===== src/rtl/spi_dbg_pkg.sv =====
// Shared command/reply codes and FSM encoding for the SPI debug burst engine.
package spi_dbg_pkg;

    localparam logic [7:0] CMD_NOP    = 8'h00;
    localparam logic [7:0] CMD_READ   = 8'h01;
    localparam logic [7:0] CMD_LED    = 8'h02;
    localparam logic [7:0] CMD_BURST  = 8'h03;
    localparam logic [7:0] CMD_ADDR_Q = 8'h10;
    localparam logic [7:0] CMD_ID     = 8'hCC;
    localparam logic [7:0] CMD_ECHO   = 8'hCD;

    localparam logic [7:0] RPL_READY  = 8'hFF;
    localparam logic [7:0] RPL_WAIT   = 8'hFE;
    localparam logic [7:0] RPL_LED    = 8'hAB;

    localparam int CNT_W = 9;

    typedef enum logic [2:0] {
        ST_IDLE,
        ST_ECHO,
        ST_ADDR,
        ST_LEN,
        ST_BURST
    } state_t;

endpackage


===== src/rtl/byte_fifo.sv =====
// Show-ahead byte FIFO with flush; dout is the head entry whenever !empty.
module byte_fifo #(
    parameter int DEPTH = 8
) (
    input  logic                     clk,
    input  logic                     rst,
    input  logic                     push,
    input  logic [7:0]               din,
    input  logic                     pop,
    input  logic                     flush,
    output logic [7:0]               dout,
    output logic                     full,
    output logic                     empty,
    output logic [$clog2(DEPTH):0]   count
);
    localparam int AW = $clog2(DEPTH);

    logic [7:0]    mem [DEPTH];
    logic [AW-1:0] wr_ptr, rd_ptr;
    logic          do_push, do_pop;

    assign full    = (count == (AW+1)'(DEPTH));
    assign empty   = (count == '0);
    assign do_push = push && !full;
    assign do_pop  = pop && !empty;
    assign dout    = mem[rd_ptr];

    always_ff @(posedge clk)
        if (do_push)
            mem[wr_ptr] <= din;

    // DEPTH is a power of two, so pointers wrap by plain overflow.
    always_ff @(posedge clk or posedge rst) begin
        if (rst) begin
            wr_ptr <= '0;
            rd_ptr <= '0;
            count  <= '0;
        end else if (flush) begin
            wr_ptr <= '0;
            rd_ptr <= '0;
            count  <= '0;
        end else begin
            if (do_push) wr_ptr <= wr_ptr + 1'b1;
            if (do_pop)  rd_ptr <= rd_ptr + 1'b1;
            case ({do_push, do_pop})
                2'b10:   count <= count + 1'b1;
                2'b01:   count <= count - 1'b1;
                default: ;
            endcase
        end
    end

endmodule


===== src/rtl/spi_dbg_burst_ctrl.sv =====
// SPI debug command engine: decodes host bytes, runs burst flash reads into a
// prefetch FIFO and hands bytes back behind a 0xFF ready marker.
module spi_dbg_burst_ctrl
    import spi_dbg_pkg::*;
#(
    parameter int         ADDR_BYTES = 3,
    parameter int         FIFO_DEPTH = 8,
    parameter logic [7:0] DBG_ID     = 8'hCC
) (
    input  logic                    clk,
    input  logic                    rst,
    input  logic                    recv_ready,
    input  logic [7:0]              recv_data,
    output logic [7:0]              send_data,
    input  logic                    abort,
    input  logic                    flash_setup_done,
    output logic [8*ADDR_BYTES-1:0] flash_addr,
    output logic                    flash_do_read,
    input  logic                    flash_data_ready,
    input  logic [7:0]              flash_data,
    output logic                    led,
    output logic                    busy
);
    localparam int AW = 8*ADDR_BYTES;
    localparam int CW = $clog2(FIFO_DEPTH) + 1;

    state_t           state_q, state_nx;
    logic [AW-1:0]    start_addr;
    logic [AW+7:0]    addr_shift;
    logic [AW-1:0]    addr_sel;
    logic [7:0]       addr_left;
    logic             is_burst;
    logic [CNT_W-1:0] total, fetched, popped;
    logic             armed;
    logic             discard;
    logic [7:0]       reply;
    logic             pop_en, push_en, fetch_go;

    logic [7:0]       fifo_dout;
    logic             fifo_full, fifo_empty;
    logic [CW-1:0]    fifo_count;

    byte_fifo #(.DEPTH(FIFO_DEPTH)) u_fifo (
        .clk   (clk),
        .rst   (rst),
        .push  (push_en),
        .din   (flash_data),
        .pop   (pop_en),
        .flush (abort),
        .dout  (fifo_dout),
        .full  (fifo_full),
        .empty (fifo_empty),
        .count (fifo_count)
    );

    always_ff @(posedge clk or posedge rst) begin
        if (rst)        state_q <= ST_IDLE;
        else            state_q <= state_nx;
    end

    always_comb begin
        state_nx = state_q;
        if (abort)
            state_nx = ST_IDLE;
        else if (recv_ready) begin
            case (state_q)
                ST_IDLE: begin
                    if (recv_data == CMD_READ || recv_data == CMD_BURST) state_nx = ST_ADDR;
                    else if (recv_data == CMD_ECHO)                       state_nx = ST_ECHO;
                end
                ST_ECHO:  state_nx = ST_IDLE;
                ST_ADDR:  if (addr_left == 8'd1) state_nx = is_burst ? ST_LEN : ST_BURST;
                ST_LEN:   state_nx = ST_BURST;
                ST_BURST: if (pop_en && (popped + 9'd1 == total)) state_nx = ST_IDLE;
                default:  state_nx = ST_IDLE;
            endcase
        end
    end

    assign addr_shift = {start_addr, recv_data};
    assign addr_sel   = start_addr >> {recv_data[3:0], 3'b000};

    always_comb begin
        reply  = 8'h00;
        pop_en = 1'b0;
        busy   = (state_q != ST_IDLE);
        case (state_q)
            ST_IDLE: begin
                case (recv_data)
                    CMD_READ, CMD_BURST: reply = 8'(ADDR_BYTES);
                    CMD_LED:             reply = RPL_LED;
                    CMD_ID:              reply = DBG_ID;
                    CMD_ECHO:            reply = CMD_ECHO;
                    default:
                        if (recv_data[7:4] == CMD_ADDR_Q[7:4] &&
                            {4'd0, recv_data[3:0]} < 8'(ADDR_BYTES))
                            reply = addr_sel[7:0];
                endcase
            end
            ST_ECHO:  reply = recv_data;
            ST_ADDR:  reply = addr_left - 8'd1;
            ST_BURST: begin
                if (fifo_empty)  reply = RPL_WAIT;
                else if (!armed) reply = RPL_READY;
                else begin
                    reply  = fifo_dout;
                    pop_en = recv_ready && !abort;
                end
            end
            default:  reply = 8'h00;
        endcase
    end

    // One read outstanding at a time; the free-slot test with do_read low
    // already accounts for the read about to be issued.
    assign fetch_go = (state_q == ST_BURST) && flash_setup_done &&
                      (fetched < total) && (fifo_count < CW'(FIFO_DEPTH));
    assign push_en  = flash_do_read && flash_data_ready && !discard && !abort &&
                      (state_q == ST_BURST) && !fifo_full;

    always_ff @(posedge clk or posedge rst) begin
        if (rst) begin
            send_data     <= 8'h00;
            flash_addr    <= '0;
            flash_do_read <= 1'b0;
            led           <= 1'b0;
            start_addr    <= '0;
            addr_left     <= 8'd0;
            is_burst      <= 1'b0;
            total         <= '0;
            fetched       <= '0;
            popped        <= '0;
            armed         <= 1'b0;
            discard       <= 1'b0;
        end else if (abort) begin
            send_data <= 8'h00;
            armed     <= 1'b0;
            total     <= '0;
            fetched   <= '0;
            popped    <= '0;
            addr_left <= 8'd0;
            // A read already on the flash port must finish; its byte is dropped.
            if (flash_data_ready) begin
                flash_do_read <= 1'b0;
                discard       <= 1'b0;
            end else
                discard <= flash_do_read;
        end else begin
            if (recv_ready) begin
                send_data <= reply;
                case (state_q)
                    ST_IDLE: begin
                        if (recv_data == CMD_READ || recv_data == CMD_BURST) begin
                            addr_left <= 8'(ADDR_BYTES);
                            is_burst  <= (recv_data == CMD_BURST);
                            total     <= 9'd1;
                            fetched   <= '0;
                            popped    <= '0;
                            armed     <= 1'b0;
                        end else if (recv_data == CMD_LED)
                            led <= ~led;
                    end
                    ST_ADDR: begin
                        start_addr <= addr_shift[AW-1:0];
                        addr_left  <= addr_left - 8'd1;
                    end
                    ST_LEN:   total <= {1'b0, recv_data} + 9'd1;
                    ST_BURST: begin
                        if (pop_en) begin
                            armed  <= 1'b0;
                            popped <= popped + 9'd1;
                        end else if (!fifo_empty)
                            armed <= 1'b1;
                    end
                    default: ;
                endcase
            end

            if (flash_do_read) begin
                if (flash_data_ready) begin
                    flash_do_read <= 1'b0;
                    discard       <= 1'b0;
                    if (!discard) fetched <= fetched + 9'd1;
                end
            end else if (fetch_go) begin
                flash_do_read <= 1'b1;
                flash_addr    <= start_addr + AW'(fetched);
            end
        end
    end

endmodule


===== config.mk =====
export PLATFORM = sky130hd
export DESIGN_NAME = spi_dbg_burst_ctrl
export DESIGN_NICKNAME = d
export VERILOG_FILES = /design/src/rtl/spi_dbg_pkg.sv /design/src/rtl/byte_fifo.sv /design/src/rtl/spi_dbg_burst_ctrl.sv
export SDC_FILE = /design/constraint.sdc
export NUM_CORES = 1
export LEC_CHECK = 0
export BUFFER_PORTS_ARGS = -buffer_cell sky130_fd_sc_hd__buf_2
export CORE_MARGIN = 8
export CORE_UTILIZATION = 50
export DETAILED_ROUTE_END_ITERATION = 8
export PLACE_DENSITY = 0.67
export SYNTH_ARGS = -nofsm -noshare
export SYNTH_HDL_FRONTEND = slang
export SYNTH_SLANG_ARGS = --single-unit

===== constraint.sdc =====
create_clock -name clk -period 6.8 [get_ports clk]
set_input_delay 1.7 -clock clk [delete_from_list [all_inputs] [get_ports clk]]
set_output_delay 1.7 -clock clk [all_outputs]
set_load 0.005 [all_outputs]

==> reports/metrics.yaml <==
arrival_ns: 4.80
rows: 49
r2r-start: "state_q[2]"
p_int_uw: 1980
ant_nets: 0
cts_tree: "yes"
cts.path.max_buffers: 2
track_usage: 0.187
netlist_area_um2: 9070
start_util: 0.507
antenna_cells: 0
rsz0062_at_grt: "no"
drive_gt1_frac: 0.167
yosysSeqAreaShare: 0.513
hold_viol: 0
synth_area_per_cell_um2: 11.0
io_buffers: 56
peakVddDrop_v: 0.000211
outcome: "completed"
grt_max_degree: 63
setup_violations: 0
dp_hpwl_um: 14600
worstPathCellList: "buf_2, nor2b_1, nand3_1, nor2_1, ha_1, a21o_1, a21oi_1, mux2i_1, xor2_1, nor2_1"
synth_top_cell_area_share: 0.301
crit_slowest_cell: "nor2b_1"
critPathKind: "input pin to flop"
num-fill-cells: 1527
leakagePower_uw: 0.00417
dieArea_um2: 22700
antenna_found_initial: 0
period_minus_slack_ns: 4.52
synthArstFlopShare: 0.630
comb_power_share: 0.194
cts_num_sinks: 173
swShare: 0.320
wl_per_cell_um: 18.7
cp-start-kind: "input pin"
grt_pass1_vias: 6363
critPathMaxStageDelay_ns: 0.62
synthToLayoutAreaGrowth_pct: 11.3
vias: 6407
yosys-top-cells-area: "dfrtp_1 (30%), edfxtp_1 (21%), ha_1 (4.0%)"
gp_congestion: 0.873
ys.flop_type: "dfrtp_1"
cap_violations: 0
remaining_drc_errors: 0
worst_ep_required_time_ns: 7.09
fin_cells: 1099
ctsHoldBuffers: 0
multi_input_area_um2: 4160
yosysTopAreaCell: "dfrtp_1"
core_area_um2: 17900
worst_slew_pin_slew_ns: 0.972
worstPathMaxFanout: 45
slew_headroom: 0.350
synthTopCellsByCount: "dfrtp_1 (109), o21ai_0 (72), nand2_1 (66), edfxtp_1 (64), nor2_1 (63)"
first_iter_violations: 400
ctsResizeCount: 0
syn_inst: 821
ys_ff_latch: 173
drt-vias-per-instance: 5.83
io_pins: 57
power.density_nw_per_um2: 288
fin_setup_tns_ns: 0
cts_inserted_buffers: 17
hp-class: "flop to flop"
max_freq_ghz: 0.221
htreeDepth: 4
cts_setup_buffers: 0
finalCritPeriodShare: 0.664
finClkSkew_ns: 0.0121
power.switching_uw: 931
crit_path_end_kind: "flop"
crit_start: "abort"
grt_pass1_wl_um: 33200
synthesis.nets: 874
ys.warnings.count: 0
nets: 910
clkLatencyLatePin_ns: 0.44
dieWidth_um: 151
clock-root-buffer: "clkbuf_16"
ff_latch_area_um2: 4650
crit_top_cell: "nor2_1"
synth_most_common_cell: "dfrtp_1"
drt-pass1-iter-count: 5
clkPwrFrac: 0.339
ys_types: 65
globalRoute.totalOverflow: 0
min_from: "flash_addr[7]"
seqPwrFrac: 0.466
die_h_um: 151
drv_slew: 0
synth-edff-count: 64
clkTransAtPathRegs_ns: 0.07
dp.cells: 1067
final_util: 0.564
totalWireLength_um: 20500
area by class of cell:
| class | instances | area share |
|---|---|---|
| tap | 229 | 0.0284 |
| multi-input combinational | 583 | 0.412 |
| clock inverter | 14 | 0.0171 |
| inverter | 21 | 0.00806 |
| sequential | 173 | 0.461 |
| timing repair buffer | 61 | 0.0315 |
| clock buffer | 18 | 0.0425 |
power groups by stage:
| stage | Combinational, uW | Clock [uW] | Sequential, uW |
|---|---|---|---|
| 6_report | 564 | 986 | 1360 |
| 5_1_grt | 628 | 1050 | 1370 |
| 4_1_cts | 566 | 1000 | 1350 |
| 3_5_place_dp | 559 | 0 | 1380 |
| 3_3_place_gp | 555 | 0 | 1370 |
| 2_1_floorplan | 449 | 0 | 1300 |
metal layers:
| layer | vias up | part of all wire | global-route usage | routed length, um |
|---|---|---|---|---|
| met1 | 3100 | 0.44 | 0.240 | 9000 |
| met4 | 0 | 0.015 | 0.0673 | 313 |
| met3 | 27 | 0.051 | 0.0346 | 1040 |
| li1 | 3118 | - | - | - |
| met2 | 162 | 0.50 | 0.310 | 10200 |
| met5 | - | 0 | 0 | 0 |
cells by family (layout without fill, tap and decap cells):
kind of cell	after synthesis	in the layout	share of synthesized area
multiplexers	60	60	0.0924
adder cells (fa/ha/maj)	31	31	0.0444
AO/OA/AOI/OAI	206	206	0.145
XOR/XNOR	48	48	0.0464
buffers and inverters	65	114	0.0290
AND/OR/NAND/NOR	238	238	0.130
flip-flops	173	173	0.513
metrics by stage:
| stage | worst slack [ns] | power, uW | hold WS, ns | cell area [um2] |
|---|---|---|---|---|
| after floorplan | 2.23 | 1750 | 0.465 | 9070 |
| after global placement | 1.97 | 1930 | 0.457 | 9490 |
| after detailed placement | 1.89 | 1940 | 0.465 | 9490 |
| after CTS | 2.30 | 2920 | 0.481 | 10100 |
| after global routing | 1.93 | 3050 | 0.491 | 10100 |
| final | 2.28 | 2910 | 0.469 | 10100 |
sequential cells by signal, indices dropped and copies added, names as in the netlist:
name,flops
u_fifo.mem,64
total,9
popped,9
fetched,9
addr_left,8
discard,1
u_fifo.count,4
flash_do_read,1
send_data,8
led,1
start_addr,24
u_fifo.rd_ptr,3
state_q,3
u_fifo.wr_ptr,3
armed,1
is_burst,1
flash_addr,24
layout by cell type, fill, tap and decap left out, types with 10 or more instances in the layout:
| master | netlist | routed |
|---|---|---|
| a21oi_1 | 41 | 41 |
| and3_1 | 15 | 15 |
| buf_2 | 6 | 56 |
| clkbuf_16 | 0 | 17 |
| dfrtp_1 | 109 | 109 |
| edfxtp_1 | 64 | 64 |
| ha_1 | 29 | 29 |
| inv_1 | 21 | 20 |
| mux2_2 | 30 | 30 |
| mux2i_1 | 14 | 14 |
| mux4_2 | 16 | 16 |
| nand2_1 | 66 | 66 |
| nand3_1 | 17 | 17 |
| nand3b_1 | 10 | 10 |
| nor2_1 | 63 | 63 |
| nor2b_1 | 11 | 11 |
| nor3_1 | 16 | 16 |
| o21ai_0 | 72 | 72 |
| xnor2_1 | 17 | 17 |
| xor2_1 | 31 | 31 |
worst max-delay path: cells and delay by family:
| kind | cells | cell delay (ns) |
|---|---|---|
| xor gates and xnor gates | 1 | 0.15 |
| adders and majority gates | 1 | 0.30 |
| buffers and inverters | 1 | 0.37 |
| AOI/OAI and AO/OA | 2 | 0.36 |
| and+or+nand+nor | 4 | 1.65 |
| muxes | 1 | 0.23 |
worst paths after layout:
path                              endpoint  slack (ns)  depth (start not counted)
setup / recovery           u_fifo.count[3]        2.28                         10
hold / removal               flash_addr[7]        0.47                          2
setup reg to reg           u_fifo.count[3]        3.24                          9
hold reg to reg              flash_addr[7]        0.47                          2
max in group asynchronous          discard        4.30                          3
min in group asynchronous     addr_left[2]        1.40                          2
Power figures use the tool's default switching activity.
